$ cat config.mk
export PLATFORM = sky130hd
export DESIGN_NAME = uart_rx_fifo
export DESIGN_NICKNAME = d
export VERILOG_FILES = /design/src/rtl/uart_rx_fifo.sv
export SDC_FILE = /design/constraint.sdc
export NUM_CORES = 1
export LEC_CHECK = 0
export BUFFER_PORTS_ARGS = -buffer_cell sky130_fd_sc_hd__buf_2
export CAP_MARGIN = 10
export CORE_MARGIN = 2
export CORE_UTILIZATION = 57
export CTS_BUF_LIST = sky130_fd_sc_hd__clkbuf_4
export CTS_CLUSTER_DIAMETER = 80
export CTS_CLUSTER_SIZE = 14
export DETAILED_ROUTE_END_ITERATION = 7
export PLACE_DENSITY = 0.78
export SYNTH_ARGS = -nofsm -noshare
export SYNTH_HDL_FRONTEND = slang
export SYNTH_SLANG_ARGS = --single-unit
$ cat constraint.sdc
create_clock -name clk_i -period 3.2 [get_ports clk_i]
set_input_delay 0.16 -clock clk_i [delete_from_list [all_inputs] [get_ports clk_i]]
set_output_delay 0.16 -clock clk_i [all_outputs]
set_load 0.05 [all_outputs]
$ cat src/rtl/uart_rx_fifo.sv
// uart_rx_fifo
// UART receive stage: a 16x-oversampled serial receiver feeding a
// first-word-fall-through byte FIFO, with sticky framing, overrun and
// (optionally) parity error flags.
//
// Optional feature macro: UART_RX_PARITY_EN
//   defined     -> 8E1 frames, even parity checked over data + parity bit
//   not defined -> 8N1 frames, parity_err_o tied low
//
// Parameters
//   FIFO_DEPTH  receive FIFO entries (power of two, 2..256)
//   DIV_W       width of the baud divisor
//
// Ports
//   clk_i         system clock
//   reset_i       asynchronous active-high reset
//   baud_div_i    clock cycles per oversample tick, minus one
//   rx_i          asynchronous serial line, idle high
//   rd_en_i       pop the FIFO head (ignored while empty)
//   clear_i       clear all sticky error flags
//   rd_data_o     FIFO head byte, 0x00 while empty
//   rd_valid_o    FIFO not empty
//   fifo_count_o  FIFO occupancy
//   frame_err_o   sticky: stop bit sampled low
//   overrun_o     sticky: byte dropped because the FIFO was full
//   parity_err_o  sticky: parity mismatch

module uart_rx_fifo #(
  parameter int FIFO_DEPTH = 16,
  parameter int DIV_W      = 16
) (
  input  logic                          clk_i,
  input  logic                          reset_i,
  input  logic [DIV_W-1:0]              baud_div_i,
  input  logic                          rx_i,
  input  logic                          rd_en_i,
  input  logic                          clear_i,
  output logic [7:0]                    rd_data_o,
  output logic                          rd_valid_o,
  output logic [$clog2(FIFO_DEPTH):0]   fifo_count_o,
  output logic                          frame_err_o,
  output logic                          overrun_o,
  output logic                          parity_err_o
);

  localparam int AW = $clog2(FIFO_DEPTH);
  localparam logic [AW:0] PTR_ONE = {{AW{1'b0}}, 1'b1};

`ifdef UART_RX_PARITY_EN
  typedef enum logic [2:0] {IDLE, START, DATA, PARITY, STOP} state_t;
`else
  typedef enum logic [2:0] {IDLE, START, DATA, STOP} state_t;
`endif

  state_t           state;
  logic             rx_meta;
  logic             rx_s;
  logic             rx_prev;
  logic [DIV_W-1:0] div_cnt;
  logic             tick;
  logic [3:0]       scnt;
  logic [2:0]       bit_idx;
  logic [7:0]       shreg;
  logic             bit_end;
  logic             stop_sample;
  logic             par_bad;
  logic             push_req;
  logic [7:0]       mem [FIFO_DEPTH];
  logic [AW:0]      wr_ptr;
  logic [AW:0]      rd_ptr;
  logic             empty;
  logic             full;
  logic             do_push;
  logic             do_pop;

  // Two-flop synchronizer plus one extra stage so IDLE can require a high
  // sample before accepting a falling edge as a start bit.
  always_ff @(posedge clk_i or posedge reset_i) begin
    if (reset_i) begin
      rx_meta <= 1'b1;
      rx_s    <= 1'b1;
      rx_prev <= 1'b1;
    end else begin
      rx_meta <= rx_i;
      rx_s    <= rx_meta;
      rx_prev <= rx_s;
    end
  end

  // Oversample tick generator. Held at zero in IDLE so the tick phase lines
  // up with the start edge. The >= compare keeps the counter from running
  // away if the divisor is lowered mid-count.
  assign tick = (div_cnt >= baud_div_i);

  always_ff @(posedge clk_i or posedge reset_i) begin
    if (reset_i) begin
      div_cnt <= '0;
    end else if (state == IDLE || tick) begin
      div_cnt <= '0;
    end else begin
      div_cnt <= div_cnt + DIV_W'(1);
    end
  end

  assign bit_end     = tick && (scnt == 4'd15);
  assign stop_sample = (state == STOP) && bit_end;

`ifdef UART_RX_PARITY_EN
  logic par_bit;
  // Even parity: data bits plus the parity bit must XOR to zero.
  assign par_bad = ^{shreg, par_bit};
`else
  assign par_bad = 1'b0;
`endif

  assign push_req = stop_sample && rx_s && !par_bad;

  // Receive FSM. scnt wraps 15 -> 0 on its own, so each bit state only
  // needs to act on the 16th tick.
  always_ff @(posedge clk_i or posedge reset_i) begin
    if (reset_i) begin
      state   <= IDLE;
      scnt    <= 4'd0;
      bit_idx <= 3'd0;
      shreg   <= 8'h00;
`ifdef UART_RX_PARITY_EN
      par_bit <= 1'b0;
`endif
    end else begin
      case (state)
        IDLE: begin
          if (rx_prev && !rx_s) begin
            state <= START;
            scnt  <= 4'd0;
          end
        end
        START: begin
          if (tick) begin
            if (scnt == 4'd7) begin
              if (rx_s) begin
                state <= IDLE;
              end else begin
                state   <= DATA;
                scnt    <= 4'd0;
                bit_idx <= 3'd0;
              end
            end else begin
              scnt <= scnt + 4'd1;
            end
          end
        end
        DATA: begin
          if (tick) begin
            scnt <= scnt + 4'd1;
            if (scnt == 4'd15) begin
              shreg   <= {rx_s, shreg[7:1]};
              bit_idx <= bit_idx + 3'd1;
`ifdef UART_RX_PARITY_EN
              if (bit_idx == 3'd7) state <= PARITY;
`else
              if (bit_idx == 3'd7) state <= STOP;
`endif
            end
          end
        end
`ifdef UART_RX_PARITY_EN
        PARITY: begin
          if (tick) begin
            scnt <= scnt + 4'd1;
            if (scnt == 4'd15) begin
              par_bit <= rx_s;
              state   <= STOP;
            end
          end
        end
`endif
        STOP: begin
          if (tick) begin
            scnt <= scnt + 4'd1;
            if (scnt == 4'd15) state <= IDLE;
          end
        end
        default: state <= IDLE;
      endcase
    end
  end

  // FIFO control. A pop frees the slot a simultaneous push needs, so a
  // full FIFO accepts a push in the same cycle as a pop.
  assign empty   = (wr_ptr == rd_ptr);
  assign full    = (wr_ptr[AW] != rd_ptr[AW]) &&
                   (wr_ptr[AW-1:0] == rd_ptr[AW-1:0]);
  assign do_pop  = rd_en_i && !empty;
  assign do_push = push_req && (!full || do_pop);

  always_ff @(posedge clk_i or posedge reset_i) begin
    if (reset_i) begin
      wr_ptr <= '0;
      rd_ptr <= '0;
    end else begin
      if (do_push) wr_ptr <= wr_ptr + PTR_ONE;
      if (do_pop)  rd_ptr <= rd_ptr + PTR_ONE;
    end
  end

  // Storage is not reset; the head byte is masked to zero while empty.
  always_ff @(posedge clk_i) begin
    if (do_push) mem[wr_ptr[AW-1:0]] <= shreg;
  end

  assign rd_data_o    = empty ? 8'h00 : mem[rd_ptr[AW-1:0]];
  assign rd_valid_o   = !empty;
  assign fifo_count_o = wr_ptr - rd_ptr;

  // Sticky flags: a set in the same cycle as clear_i wins.
  always_ff @(posedge clk_i or posedge reset_i) begin
    if (reset_i) begin
      frame_err_o <= 1'b0;
      overrun_o   <= 1'b0;
    end else begin
      if (stop_sample && !rx_s) frame_err_o <= 1'b1;
      else if (clear_i)         frame_err_o <= 1'b0;

      if (push_req && full && !do_pop) overrun_o <= 1'b1;
      else if (clear_i)                overrun_o <= 1'b0;
    end
  end

`ifdef UART_RX_PARITY_EN
  always_ff @(posedge clk_i or posedge reset_i) begin
    if (reset_i) begin
      parity_err_o <= 1'b0;
    end else if (stop_sample && rx_s && par_bad) begin
      parity_err_o <= 1'b1;
    end else if (clear_i) begin
      parity_err_o <= 1'b0;
    end
  end
`else
  assign parity_err_o = 1'b0;
`endif

endmodule

==> flow_summary.html, run 1 <==
<table>
<tr><th>Metric</th><th>Value</th></tr>
<tr><th colspan="2">STA</th></tr>
<tr><td>Count of pins over their slew limit</td><td>0</td></tr>
<tr><td>Setup repair after global routing missed its margin</td><td>no</td></tr>
<tr><td>Final number of hold-violating endpoints</td><td>0</td></tr>
<tr><td>Post-route minimum period</td><td>2.84 ns</td></tr>
<tr><td>Clock tree skew after final layout</td><td>0.0153 ns</td></tr>
<tr><td>Number of setup violations in the final report</td><td>0</td></tr>
<tr><td>Rel. slew slack</td><td>32.3%</td></tr>
<tr><td>Maximum frequency from static timing analysis</td><td>0.353 GHz</td></tr>
<tr><td>Final TNS setup</td><td>0 ns</td></tr>
<tr><td>Share of the clock period used by the worst path</td><td>88.6%</td></tr>
<tr><td>Actual slew at the worst max-slew pin</td><td>1.01 ns</td></tr>
<tr><td>WHS</td><td>0.0629 ns</td></tr>
<tr><th colspan="2">Setup path</th></tr>
<tr><td>Capturing point of the worst reg2reg path</td><td>mem[9][0]</td></tr>
<tr><td>CP Data Arrival Time</td><td>2.68 ns</td></tr>
<tr><td>Source of the critical timing path</td><td>rd_ptr[0]</td></tr>
<tr><td>Peak fanout along the critical path</td><td>35</td></tr>
<tr><td>Required time of the critical path</td><td>3.04 ns</td></tr>
<tr><td>Kind of start point of the critical path</td><td>register</td></tr>
<tr><td>Cell count of the worst reg-to-reg path</td><td>8</td></tr>
<tr><td>Worst-case register-to-register setup slack</td><td>0.40 ns</td></tr>
<tr><td>Category of the most critical setup path</td><td>reg2out</td></tr>
<tr><td>Crit. End Element</td><td>output port</td></tr>
<tr><td>RR Startpoint</td><td>div_cnt[15]</td></tr>
<tr><th colspan="2">Detailed routing</th></tr>
<tr><td>Final routed wirelength across all metal layers</td><td>14500 um</td></tr>
<tr><td>Iteration count of the initial detailed-routing pass</td><td>5</td></tr>
<tr><td>ANT nets after route</td><td>0</td></tr>
<tr><td>Routed length per instance</td><td>19.8 um</td></tr>
<tr><td>Drt via density</td><td>5.87</td></tr>
<tr><td>Starting DRC count in detailed routing</td><td>353</td></tr>
<tr><td>Total number of vias</td><td>4296</td></tr>
<tr><td>Remaining design rule violation count</td><td>0</td></tr>
<tr><th colspan="2">Synthesis</th></tr>
<tr><td>Synthesized Nets</td><td>541</td></tr>
<tr><td>Number of cells produced by synthesis</td><td>490</td></tr>
<tr><td>Mean cell area of the mapped netlist</td><td>15.9 sq um</td></tr>
<tr><td>Synth Flop Type</td><td>edfxtp_1</td></tr>
<tr><td>Combined area of all synthesized cells</td><td>7800 sq um</td></tr>
<tr><td>Register area share after synthesis</td><td>64.7%</td></tr>
<tr><td>Number of register bits inferred by synthesis</td><td>176</td></tr>
<tr><td>Async SR Flop Fraction</td><td>27.3%</td></tr>
<tr><td>Total of warnings raised by yosys</td><td>0</td></tr>
<tr><td>Count of cell types in the netlist</td><td>50</td></tr>
<tr><td>Number of synthesized flops with an enable pin</td><td>128</td></tr>
<tr><th colspan="2">Floorplanning</th></tr>
<tr><td>Floorplan core area</td><td>13300 sq um</td></tr>
<tr><td>Total die area</td><td>14600 sq um</td></tr>
<tr><td>Chip width</td><td>121 um</td></tr>
<tr><td>Vertical extent of the die</td><td>121 um</td></tr>
<tr><td>Top-level port count</td><td>38</td></tr>
<tr><td>Initial standard-cell utilization of the core</td><td>58.7%</td></tr>
<tr><td>Placement Rows</td><td>42</td></tr>
<tr><th colspan="2">Global routing</th></tr>
<tr><td>Vias in the first global route</td><td>4392</td></tr>
<tr><td>Total track usage</td><td>21.9%</td></tr>
<tr><td>First-pass GRT wire length</td><td>23500 um</td></tr>
<tr><td>Maximum number of pins on one net before global-route repair</td><td>49</td></tr>
<tr><td>GRT overflow</td><td>0</td></tr>
<tr><td>Antenna violations before repair</td><td>1</td></tr>
<tr><th colspan="2">Cells and area</th></tr>
<tr><td>Commonest non-fill, non-tap cells in the layout</td><td>edfxtp_1 (128), dfrtp_1 (44), mux4_2 (40)</td></tr>
<tr><td>Non-filler instance count after layout</td><td>732</td></tr>
<tr><td>Fin nets</td><td>593</td></tr>
<tr><td>Layout Area Growth over Synthesis</td><td>8.91%</td></tr>
<tr><td>Layout Cell Area excl Fill</td><td>8500 sq um</td></tr>
<tr><td>Share of post-route cells with drive strength above 1</td><td>25.2%</td></tr>
<tr><td>Most common library cell in the layout ignoring fill and taps</td><td>edfxtp_1</td></tr>
<tr><th colspan="2">Pwr</th></tr>
<tr><td>Power Total</td><td>4870 uW</td></tr>
<tr><td>Sequential fraction of design power</td><td>52.7%</td></tr>
<tr><td>Pwr Density</td><td>573 nW/um^2</td></tr>
<tr><td>Maximum resistive drop on vdd</td><td>0.000994 V</td></tr>
<tr><td>Portion of total power attributed to the clock network</td><td>23.2%</td></tr>
<tr><td>Leakage power of the design</td><td>0.00370 uW</td></tr>
<tr><td>Switch Pwr</td><td>1530 uW</td></tr>
<tr><td>Combinational group share of total power</td><td>24.1%</td></tr>
<tr><td>Net Sw Frac</td><td>31.4%</td></tr>
<tr><td>Int Pwr</td><td>3340 uW</td></tr>
<tr><th colspan="2">Placement</th></tr>
<tr><td>DP HPWL</td><td>9800 um</td></tr>
<tr><td>Count of input and output buffers</td><td>36</td></tr>
<tr><td>Area after detailed placement</td><td>8220 sq um</td></tr>
<tr><td>Final weighted congestion in routability-driven placement</td><td>0.819</td></tr>
<tr><td>Cell count after placement</td><td>696</td></tr>
<tr><th colspan="2">Clocking</th></tr>
<tr><td>Total clock sinks</td><td>176</td></tr>
<tr><td>Cell at the root of the clock tree</td><td>clkbuf_4</td></tr>
<tr><td>Clock network latency to the later pin of the worst-skew pair</td><td>0.56 ns</td></tr>
<tr><td>Maximum root-to-sink buffer count</td><td>2</td></tr>
<tr><td>H-tree depth</td><td>4</td></tr>
<tr><td>Clock buffer count from CTS</td><td>17</td></tr>
<tr><td>Clock tree from TritonCTS</td><td>built</td></tr>
<tr><td>Clk slew on worst S/H paths</td><td>0.13 ns</td></tr>
<tr><th colspan="2">Outcome</th></tr>
<tr><td>Result of the run</td><td>finished clean</td></tr>
<tr><th colspan="2">Worst hold path</th></tr>
<tr><td>End of the worst hold path</td><td>rd_ptr[0]</td></tr>
<tr><td>Start point of the worst min-delay path</td><td>rd_en_i</td></tr>
<tr><td>Hold crit path type</td><td>in2reg</td></tr>
<tr><td>Worst hold stages</td><td>3</td></tr>
<tr><th colspan="2">Job</th></tr>
<tr><td># Max-Cap Violations</td><td>0</td></tr>
</table>
## metal layers
metal | wire, um | GRT usage, % | part of all wire (%) | vias to the layer above
met5 | 0 | 0 | 0 | -
met1 | 6380 | 31.1 | 44 | 2204
met4 | 255 | 7.78 | 1.8 | 0
met2 | 7180 | 34.6 | 50 | 116
met3 | 660 | 3.85 | 4.6 | 23
li1 | - | - | - | 1953
## worst max-delay path, cell delays in order (launching register included)
cell	delay [ns]
dfrtp_2	0.41
buf_12	0.27
mux4_2	0.58
mux4_2	0.48
nor2b_1	0.14
buf_2	0.21
## worst max-delay path by stage
stage / to / slack [ns] / cells after the start
global placement: mem[5][6] / 0.49 / 8
CTS: rd_data_o[5] / 0.30 / 5
detailed placement: mem[9][6] / 0.41 / 8
global route: mem[9][0] / 0.16 / 8
finish: rd_data_o[5] / 0.36 / 5
floorplan: mem[3][0] / 0.30 / 8
## power by group through the flow
| stage | sequential (uW) | combinational, uW | clock, uW |
|---|---|---|---|
| finish | 2570 | 1170 | 1130 |
| global route | 2580 | 1280 | 1240 |
| CTS | 2570 | 1200 | 1150 |
| detailed placement | 2620 | 1190 | 0 |
| global placement | 2610 | 1170 | 0 |
| floorplan | 2600 | 928 | 0 |
## cells in the mapped netlist, types with 2 or more instances
library cell,number,area share [%]
edfxtp_1,128,49
nand3_1,9,0.58
xnor2_1,14,1.6
o21ai_0,6,0.38
dfstp_2,3,1.0
nor2_1,33,1.6
mux2_2,11,1.6
nor3_1,2,0.13
nor2b_1,14,1.1
a21o_1,5,0.48
nand4_1,8,0.64
a21oi_1,10,0.64
ha_1,29,4.6
a22o_1,3,0.34
nor4_1,3,0.24
inv_1,33,1.6
buf_4,2,0.19
xor2_1,15,1.7
dfrtp_1,45,14
and3_1,17,1.4
buf_6,2,0.29
and2_1,5,0.40
nand2_1,16,0.77
clkbuf_1,7,0.34
buf_2,6,0.38
mux4_2,40,12
## flip-flops by register name (all words and copies together) (netlist names), 2 cells and up
register / flops
div_cnt: 16
bit_idx: 3
wr_ptr: 5
shreg: 8
rd_ptr: 5
mem: 128
state: 2
scnt: 4
## cell type report
| cell class | count | area [sq um] |
|---|---|---|
| Timing Repair Buffer | 51 | 313 |
| Fill cell | 946 | 4800 |
| Clock inverter | 14 | 115 |
| Clock buffer | 18 | 135 |
| Inverter | 34 | 128 |
| Multi-Input combinational cell | 262 | 2540 |
| Antenna cell | 1 | 2.50 |
| Sequential cell | 176 | 5050 |
| Tap cell | 176 | 220 |
## per-stage QoR
step | setup slack (ns) | utilization (%)
floorplan | 0.301 | -
global placement | 0.490 | 61.8
detailed placement | 0.409 | 61.8
CTS | 0.298 | 63.9
global route | 0.160 | 63.9
finish | 0.364 | 63.9
## cells by family after synthesis
kind of cell    Yosys count  share of synthesized area [%]
xor+xnor                 29                           3.25
simple gates            115                           7.81
flops                   176                           64.7
fa+ha+maj                30                           4.91
compound gates           36                           3.27
buf+inv                  52                           2.89
other cells               1                         0.0481
mux                      51                           13.1
## repair_timing
action / CTS / global route
setup endpoints to repair: 0 / 0
hold buffers: 3 / 0
buffers inserted: 0 / 0
resized for setup: 0 / 0
endpoints found under the hold margin: 48 / 0
No activity file was read; power rests on OpenSTA's default activity.
==> inputs of run 2 (changes only) <==
--- a/config.mk
+++ b/config.mk
@@ -7,7 +7,6 @@
 export LEC_CHECK = 0
 export BUFFER_PORTS_ARGS = -buffer_cell sky130_fd_sc_hd__buf_2
 export CAP_MARGIN = 10
-export CORE_MARGIN = 2
 export CORE_UTILIZATION = 57
 export CTS_BUF_LIST = sky130_fd_sc_hd__clkbuf_4
 export CTS_CLUSTER_DIAMETER = 80
==> flow_summary.html, run 2 (same netlist as run 1, synthesis figures left out) <==
<table>
<tr><th>Metric</th><th>Value</th></tr>
<tr><th colspan="2">Setup path</th></tr>
<tr><td>Number of buffer and inverter stages on the critical path</td><td>2</td></tr>
<tr><td>List of cells traversed by the critical path</td><td>buf_6 &gt; mux4_2 &gt; mux4_2 &gt; nor2b_1 &gt; buf_2</td></tr>
<tr><td>Cell occurring most often along the worst timing path</td><td>mux4_2</td></tr>
<tr><td>Category of the most critical setup path</td><td>reg2out</td></tr>
<tr><td>Critical path's largest stage delay</td><td>0.62 ns</td></tr>
<tr><td>Cell type group with the largest total delay on the critical path</td><td>multiplexers</td></tr>
<tr><td>Instance count on the critical path</td><td>5</td></tr>
<tr><td>Required time of the critical path</td><td>3.04 ns</td></tr>
<tr><td>Kind of start point of the critical path</td><td>register</td></tr>
<tr><td>CP max-delay cell</td><td>mux4_2</td></tr>
<tr><td>Crit. End Element</td><td>output port</td></tr>
<tr><td>Peak fanout along the critical path</td><td>35</td></tr>
<tr><td>CP Data Arrival Time</td><td>2.82 ns</td></tr>
<tr><td>Cell count of the worst reg-to-reg path</td><td>9</td></tr>
<tr><th colspan="2">Detailed routing</th></tr>
<tr><td>Final routed wirelength across all metal layers</td><td>15400 um</td></tr>
<tr><td>Remaining design rule violation count</td><td>0</td></tr>
<tr><td>Total number of vias</td><td>4315</td></tr>
<tr><td>Iteration count of the initial detailed-routing pass</td><td>5</td></tr>
<tr><td>Routed length per instance</td><td>21.1 um</td></tr>
<tr><td>Drt via density</td><td>5.91</td></tr>
<tr><td>ANT nets after route</td><td>0</td></tr>
<tr><td>Starting DRC count in detailed routing</td><td>415</td></tr>
<tr><th colspan="2">Global routing</th></tr>
<tr><td>First-pass GRT wire length</td><td>24900 um</td></tr>
<tr><td>Total track usage</td><td>24.4%</td></tr>
<tr><td>Vias in the first global route</td><td>4413</td></tr>
<tr><td>Antenna violations before repair</td><td>1</td></tr>
<tr><td>GRT overflow</td><td>0</td></tr>
<tr><td>Maximum number of pins on one net before global-route repair</td><td>49</td></tr>
<tr><th colspan="2">STA</th></tr>
<tr><td>Rel. slew slack</td><td>31.7%</td></tr>
<tr><td>Maximum frequency from static timing analysis</td><td>0.336 GHz</td></tr>
<tr><td>Clock tree skew after final layout</td><td>0.0172 ns</td></tr>
<tr><td>WHS</td><td>0.0732 ns</td></tr>
<tr><td>Post-route minimum period</td><td>2.98 ns</td></tr>
<tr><td>Count of pins over their slew limit</td><td>0</td></tr>
<tr><td>Final number of hold-violating endpoints</td><td>0</td></tr>
<tr><td>Share of the clock period used by the worst path</td><td>93.1%</td></tr>
<tr><td>Actual slew at the worst max-slew pin</td><td>1.02 ns</td></tr>
<tr><td>Post-route worst setup slack</td><td>0.222 ns</td></tr>
<tr><td>Number of setup violations in the final report</td><td>0</td></tr>
<tr><td>Setup repair after global routing missed its margin</td><td>no</td></tr>
<tr><td>Final TNS setup</td><td>0 ns</td></tr>
<tr><th colspan="2">Floorplanning</th></tr>
<tr><td>Vertical extent of the die</td><td>119 um</td></tr>
<tr><td>Total die area</td><td>14200 sq um</td></tr>
<tr><td>Initial standard-cell utilization of the core</td><td>58.7%</td></tr>
<tr><td>Chip width</td><td>119 um</td></tr>
<tr><td>Top-level port count</td><td>38</td></tr>
<tr><td>Floorplan core area</td><td>13300 sq um</td></tr>
<tr><td>Placement Rows</td><td>42</td></tr>
<tr><th colspan="2">Clocking</th></tr>
<tr><td>H-tree depth</td><td>4</td></tr>
<tr><td>Number of setup buffers added after CTS</td><td>0</td></tr>
<tr><td>Clock buffer count from CTS</td><td>17</td></tr>
<tr><td>Clock tree from TritonCTS</td><td>built</td></tr>
<tr><td>Cell at the root of the clock tree</td><td>clkbuf_4</td></tr>
<tr><td>Maximum root-to-sink buffer count</td><td>2</td></tr>
<tr><td>Clk slew on worst S/H paths</td><td>0.13 ns</td></tr>
<tr><td>Clock network latency to the later pin of the worst-skew pair</td><td>0.56 ns</td></tr>
<tr><td>Total clock sinks</td><td>176</td></tr>
<tr><th colspan="2">Cells and area</th></tr>
<tr><td>Max FFs per register</td><td>128</td></tr>
<tr><td>Layout Cell Area excl Fill</td><td>8540 sq um</td></tr>
<tr><td>Most common library cell in the layout ignoring fill and taps</td><td>edfxtp_1</td></tr>
<tr><td>Layout Area Growth over Synthesis</td><td>9.46%</td></tr>
<tr><td>Fin nets</td><td>591</td></tr>
<tr><td>Commonest non-fill, non-tap cells in the layout</td><td>edfxtp_1 (128), dfrtp_1 (44), mux4_2 (40)</td></tr>
<tr><td>Filler Cell Count</td><td>949</td></tr>
<tr><td>Share of post-route cells with drive strength above 1</td><td>25.1%</td></tr>
<tr><th colspan="2">Job</th></tr>
<tr><td># Max-Cap Violations</td><td>0</td></tr>
<tr><th colspan="2">Placement</th></tr>
<tr><td>Post-Place Worst Slack</td><td>0.351 ns</td></tr>
<tr><td>Count of input and output buffers</td><td>36</td></tr>
<tr><td>Area after detailed placement</td><td>8180 sq um</td></tr>
<tr><td>DP HPWL</td><td>10400 um</td></tr>
<tr><td>Final weighted congestion in routability-driven placement</td><td>0.794</td></tr>
<tr><th colspan="2">Worst hold path</th></tr>
<tr><td>Worst hold stages</td><td>4</td></tr>
<tr><td>Hold crit path type</td><td>in2reg</td></tr>
<tr><th colspan="2">Pwr</th></tr>
<tr><td>Pwr Density</td><td>592 nW/um^2</td></tr>
<tr><td>Maximum resistive drop on vdd</td><td>0.000740 V</td></tr>
<tr><td>Leakage power of the design</td><td>0.00372 uW</td></tr>
<tr><th colspan="2">Outcome</th></tr>
<tr><td>Result of the run</td><td>finished clean</td></tr>
</table>
==> run 2: report_power, final <==
part,internal (uW),switching [uW]
clock,564,761
combinational,446,714
sequential,2490,76.9
==> run 2: metrics by stage <==
step | util, % | total power [uW] | cells
2_1_floorplan | - | 3520 | 490
3_3_place_gp | 61.5 | 3750 | 693
3_5_place_dp | 61.5 | 3780 | 693
4_1_cts | 64.2 | 5110 | 729
5_1_grt | 64.2 | 5290 | 730
6_report | 64.2 | 5050 | 730
==> run 2: layer usage <==
layer  track usage (%)  vias to the layer above  share of wire [%]  routed length (um)
li1                  -                     1954                  -                   -
met1              34.1                     2159                 42                6440
met2              37.6                      184                 48                7420
met3              6.51                       18                8.3                1280
met4              8.07                        0                1.6                 253
met5                 0                        -                  0                   0
==> run 2: worst register-to-register path: stages, from the launching register on <==
cell and delay [ns]:
dfrtp_1 0.42, inv_1 0.06, ha_1 0.26, nand2b_1 0.14
a2111o_1 0.41, a32oi_1 0.30, and2_1 0.38, buf_4 0.24
o32ai_1 0.09, dlygate4sd3_1 0.56
==> run 2: area by class of cell <==
type | instances | area [sq um] | area share (%)
Multi-Input combinational cell | 262 | 2540 | 29.7
Sequential cell | 176 | 5050 | 59.1
Antenna cell | 1 | 2.50 | 0.0293
Clock inverter | 14 | 179 | 2.09
Inverter | 34 | 128 | 1.49
Clock buffer | 18 | 135 | 1.58
Timing Repair Buffer | 49 | 292 | 3.41
Tap cell | 176 | 220 | 2.58
==> run 2: worst paths after layout <==
kind | to | slack, ns | startpoint
max in group asynchronous | rd_ptr[0] | 2.12 | reset_i
hold / removal | rd_ptr[2] | 0.07 | rd_en_i
setup / recovery | rd_data_o[6] | 0.22 | rd_ptr[0]
min in group asynchronous | div_cnt[9] | 0.35 | reset_i
hold reg to reg | rx_s | 0.37 | rx_meta
setup reg to reg | overrun_o | 0.23 | div_cnt[0]
==> run 2: timing repair <==
| action | CTS | global route |
|---|---|---|
| endpoints found under the setup margin | 6 | 0 |
| hold buffers | 4 | 0 |
| hold endpoints to repair | 48 | 0 |
| gates resized for setup | 1 | 0 |
==> inputs of run 3 (changes only) <==
--- a/config.mk
+++ b/config.mk
@@ -7,7 +7,7 @@
 export LEC_CHECK = 0
 export BUFFER_PORTS_ARGS = -buffer_cell sky130_fd_sc_hd__buf_2
 export CAP_MARGIN = 10
-export CORE_UTILIZATION = 57
+export CORE_UTILIZATION = 60
 export CTS_BUF_LIST = sky130_fd_sc_hd__clkbuf_4
 export CTS_CLUSTER_DIAMETER = 80
 export CTS_CLUSTER_SIZE = 14
==> constraint.sdc (replaced) <==
create_clock -name clk_i -period 2.9 [get_ports clk_i]
set_input_delay 0.145 -clock clk_i [delete_from_list [all_inputs] [get_ports clk_i]]
set_output_delay 0.145 -clock clk_i [all_outputs]
set_load 0.05 [all_outputs]
==> flow_summary.html, run 3 (same netlist as run 1, synthesis figures left out) <==
<table>
<tr><th>Metric</th><th>Value</th></tr>
<tr><th colspan="2">Placement</th></tr>
<tr><td>Cell count after placement</td><td>709</td></tr>
<tr><td>DP HPWL</td><td>10000 um</td></tr>
<tr><td>Area after detailed placement</td><td>8500 sq um</td></tr>
<tr><td>Count of input and output buffers</td><td>36</td></tr>
<tr><td>Post-Place Worst Slack</td><td>0.126 ns</td></tr>
<tr><td>Final weighted congestion in routability-driven placement</td><td>0.843</td></tr>
<tr><th colspan="2">Detailed routing</th></tr>
<tr><td>Final routed wirelength across all metal layers</td><td>15000 um</td></tr>
<tr><td>Remaining design rule violation count</td><td>0</td></tr>
<tr><td>Total number of vias</td><td>4302</td></tr>
<tr><td>Routed length per instance</td><td>20.0 um</td></tr>
<tr><td>Starting DRC count in detailed routing</td><td>373</td></tr>
<tr><td>ANT nets after route</td><td>0</td></tr>
<tr><td>Iteration count of the initial detailed-routing pass</td><td>4</td></tr>
<tr><td>Drt via density</td><td>5.74</td></tr>
<tr><th colspan="2">Setup path</th></tr>
<tr><td>Worst-case register-to-register setup slack</td><td>0.15 ns</td></tr>
<tr><td>CP Data Arrival Time</td><td>2.66 ns</td></tr>
<tr><td>Kind of start point of the critical path</td><td>register</td></tr>
<tr><td>Capturing point of the worst reg2reg path</td><td>mem[7][3]</td></tr>
<tr><td>Category of the most critical setup path</td><td>reg2out</td></tr>
<tr><td>Critical path's largest stage delay</td><td>0.54 ns</td></tr>
<tr><td>List of cells traversed by the critical path</td><td>buf_12 &gt; buf_16 &gt; mux4_2 &gt; mux4_2 &gt; nor2b_1 &gt; buf_2</td></tr>
<tr><td>RR Startpoint</td><td>div_cnt[15]</td></tr>
<tr><td>Peak fanout along the critical path</td><td>17</td></tr>
<tr><td>Crit. End Element</td><td>output port</td></tr>
<tr><td>Cell occurring most often along the worst timing path</td><td>mux4_2</td></tr>
<tr><td>CP max-delay cell</td><td>mux4_2</td></tr>
<tr><td>Cell count of the worst reg-to-reg path</td><td>8</td></tr>
<tr><td>Source of the critical timing path</td><td>rd_ptr[0]</td></tr>
<tr><td>Required time of the critical path</td><td>2.76 ns</td></tr>
<tr><th colspan="2">Clocking</th></tr>
<tr><td>Total clock sinks</td><td>176</td></tr>
<tr><td>Clock network latency to the later pin of the worst-skew pair</td><td>0.55 ns</td></tr>
<tr><td>Cell at the root of the clock tree</td><td>clkbuf_4</td></tr>
<tr><td>Clk slew on worst S/H paths</td><td>0.14 ns</td></tr>
<tr><td>Maximum root-to-sink buffer count</td><td>2</td></tr>
<tr><td>H-tree depth</td><td>4</td></tr>
<tr><td>Clock tree from TritonCTS</td><td>built</td></tr>
<tr><td>Clock buffer count from CTS</td><td>17</td></tr>
<tr><th colspan="2">STA</th></tr>
<tr><td>Count of pins over their slew limit</td><td>0</td></tr>
<tr><td>Rel. slew slack</td><td>31.9%</td></tr>
<tr><td>Post-route minimum period</td><td>2.81 ns</td></tr>
<tr><td>Final number of hold-violating endpoints</td><td>0</td></tr>
<tr><td>Clock tree skew after final layout</td><td>0.0166 ns</td></tr>
<tr><td>Post-route worst setup slack</td><td>0.0944 ns</td></tr>
<tr><td>Number of setup violations in the final report</td><td>0</td></tr>
<tr><td>Maximum frequency from static timing analysis</td><td>0.356 GHz</td></tr>
<tr><td>Share of the clock period used by the worst path</td><td>96.7%</td></tr>
<tr><td>Actual slew at the worst max-slew pin</td><td>1.02 ns</td></tr>
<tr><td>Setup repair after global routing missed its margin</td><td>yes</td></tr>
<tr><th colspan="2">Floorplanning</th></tr>
<tr><td>Chip width</td><td>116 um</td></tr>
<tr><td>Floorplan core area</td><td>12700 sq um</td></tr>
<tr><td>Total die area</td><td>13500 sq um</td></tr>
<tr><td>Initial standard-cell utilization of the core</td><td>61.6%</td></tr>
<tr><td>Top-level port count</td><td>38</td></tr>
<tr><td>Vertical extent of the die</td><td>116 um</td></tr>
<tr><td>Placement Rows</td><td>41</td></tr>
<tr><th colspan="2">Worst hold path</th></tr>
<tr><td>End of the worst hold path</td><td>rd_ptr[0]</td></tr>
<tr><td>Start point of the worst min-delay path</td><td>rd_en_i</td></tr>
<tr><td>Hold crit path type</td><td>in2reg</td></tr>
<tr><td>Worst hold stages</td><td>3</td></tr>
<tr><th colspan="2">Cells and area</th></tr>
<tr><td>Max FFs per register</td><td>128</td></tr>
<tr><td>Layout Cell Area excl Fill</td><td>8870 sq um</td></tr>
<tr><td>Commonest non-fill, non-tap cells in the layout</td><td>edfxtp_1 (128), dfrtp_1 (44), mux4_2 (40)</td></tr>
<tr><td>Storage element area</td><td>5050 sq um</td></tr>
<tr><td>Most common library cell in the layout ignoring fill and taps</td><td>edfxtp_1</td></tr>
<tr><td>Filler Cell Count</td><td>832</td></tr>
<tr><td>Non-filler instance count after layout</td><td>750</td></tr>
<tr><td>Area of the multi-input gates</td><td>2560 sq um</td></tr>
<tr><td>Number of antenna repair diodes</td><td>0</td></tr>
<tr><td>Share of post-route cells with drive strength above 1</td><td>28.7%</td></tr>
<tr><td>Fin nets</td><td>616</td></tr>
<tr><td>Layout Area Growth over Synthesis</td><td>13.7%</td></tr>
<tr><th colspan="2">Pwr</th></tr>
<tr><td>Leakage power of the design</td><td>0.00386 uW</td></tr>
<tr><td>Maximum resistive drop on vdd</td><td>0.000599 V</td></tr>
<tr><td>Net Sw Frac</td><td>32.1%</td></tr>
<tr><td>Int Pwr</td><td>3690 uW</td></tr>
<tr><td>Pwr Density</td><td>612 nW/um^2</td></tr>
<tr><td>Portion of total power attributed to the clock network</td><td>21.8%</td></tr>
<tr><td>Sequential fraction of design power</td><td>52.3%</td></tr>
<tr><td>Switch Pwr</td><td>1740 uW</td></tr>
<tr><td>Combinational group share of total power</td><td>25.9%</td></tr>
<tr><th colspan="2">Global routing</th></tr>
<tr><td>GRT overflow</td><td>0</td></tr>
<tr><td>Maximum number of pins on one net before global-route repair</td><td>49</td></tr>
<tr><td>First-pass GRT wire length</td><td>23300 um</td></tr>
<tr><td>Antenna violations before repair</td><td>0</td></tr>
<tr><td>Vias in the first global route</td><td>4317</td></tr>
<tr><td>Total track usage</td><td>24.6%</td></tr>
<tr><th colspan="2">Outcome</th></tr>
<tr><td>Result of the run</td><td>finished clean</td></tr>
<tr><th colspan="2">Job</th></tr>
<tr><td># Max-Cap Violations</td><td>0</td></tr>
</table>
-- run 3: cell count changes in the layout (fill, tap and decap cells not counted), sizes merged --
| cell | change |
|---|---|
| buf | +25 |
| bufinv | -3 |
| clkbuf | +1 |
| diode | -1 |
| clkinvlp | +4 |
| inv | -2 |
-- run 3: routing by layer --
metal  vias to the layer above  wire (um)  global-route usage [%]  share of wire [%]
met5                         -          0                       0                  0
met4                         0        303                    10.0                2.0
met3                        23        473                    4.86                3.1
met2                        99       7910                    41.5                 53
met1                      2184       6350                    31.6                 42
li1                       1996          -                       -                  -
-- run 3: worst max-delay path, delay by kind of cell, from the launching register on --
kind                   cells  cell delay, ns
buffers and inverters      3            0.50
and+or+nand+nor            1            0.15
muxes                      2            1.01
DFF                        1            0.44
-- run 3: power by group through the flow --
stage | clock network [uW] | registers (uW) | logic, uW
floorplan | 0 | 2870 | 1020
global placement | 0 | 2880 | 1300
global route | 1300 | 2850 | 1530
finish | 1180 | 2840 | 1410
CTS | 1200 | 2840 | 1400
detailed placement | 0 | 2890 | 1320
-- run 3: what timing repair did --
| item | CTS | global route |
|---|---|---|
| buffers inserted | 1 | 3 |
| gates resized for setup | 0 | 5 |
| setup endpoints to repair | 2 | 18 |
| endpoints found under the hold margin | 48 | 0 |
| pin swaps | 0 | 1 |
| hold buffers | 4 | 0 |
| gates cloned | 1 | 0 |
-- run 3: through the flow --
step | util [%] | power [uW] | hold slack [ns] | TNS, ns
finish | 70.0 | 5430 | 0.0634 | 0
global route | 70.0 | 5680 | 0.0339 | -0.00412
floorplan | - | 3890 | 0.149 | 0
CTS | 69.6 | 5440 | 0.0122 | 0
global placement | 67.1 | 4190 | 0.251 | 0
detailed placement | 67.1 | 4210 | 0.254 | 0
-- run 3: how the worst max path moves through the flow --
stage | to | cells past startpoint
finish | rd_data_o[7] | 6
global route | rd_data_o[5] | 5
CTS | rd_data_o[7] | 5
detailed placement | shreg[4] | 8
global placement | shreg[0] | 8
floorplan | mem[3][0] | 8
-- run 3: cell type report --
type,count,share of cell area (%)
clock buffer,19,1.61
clock inverter,13,1.03
inverter,34,1.44
multi-input combinational,262,28.8
sequential,176,56.9
tap,172,2.43
timing repair buffer,74,7.74
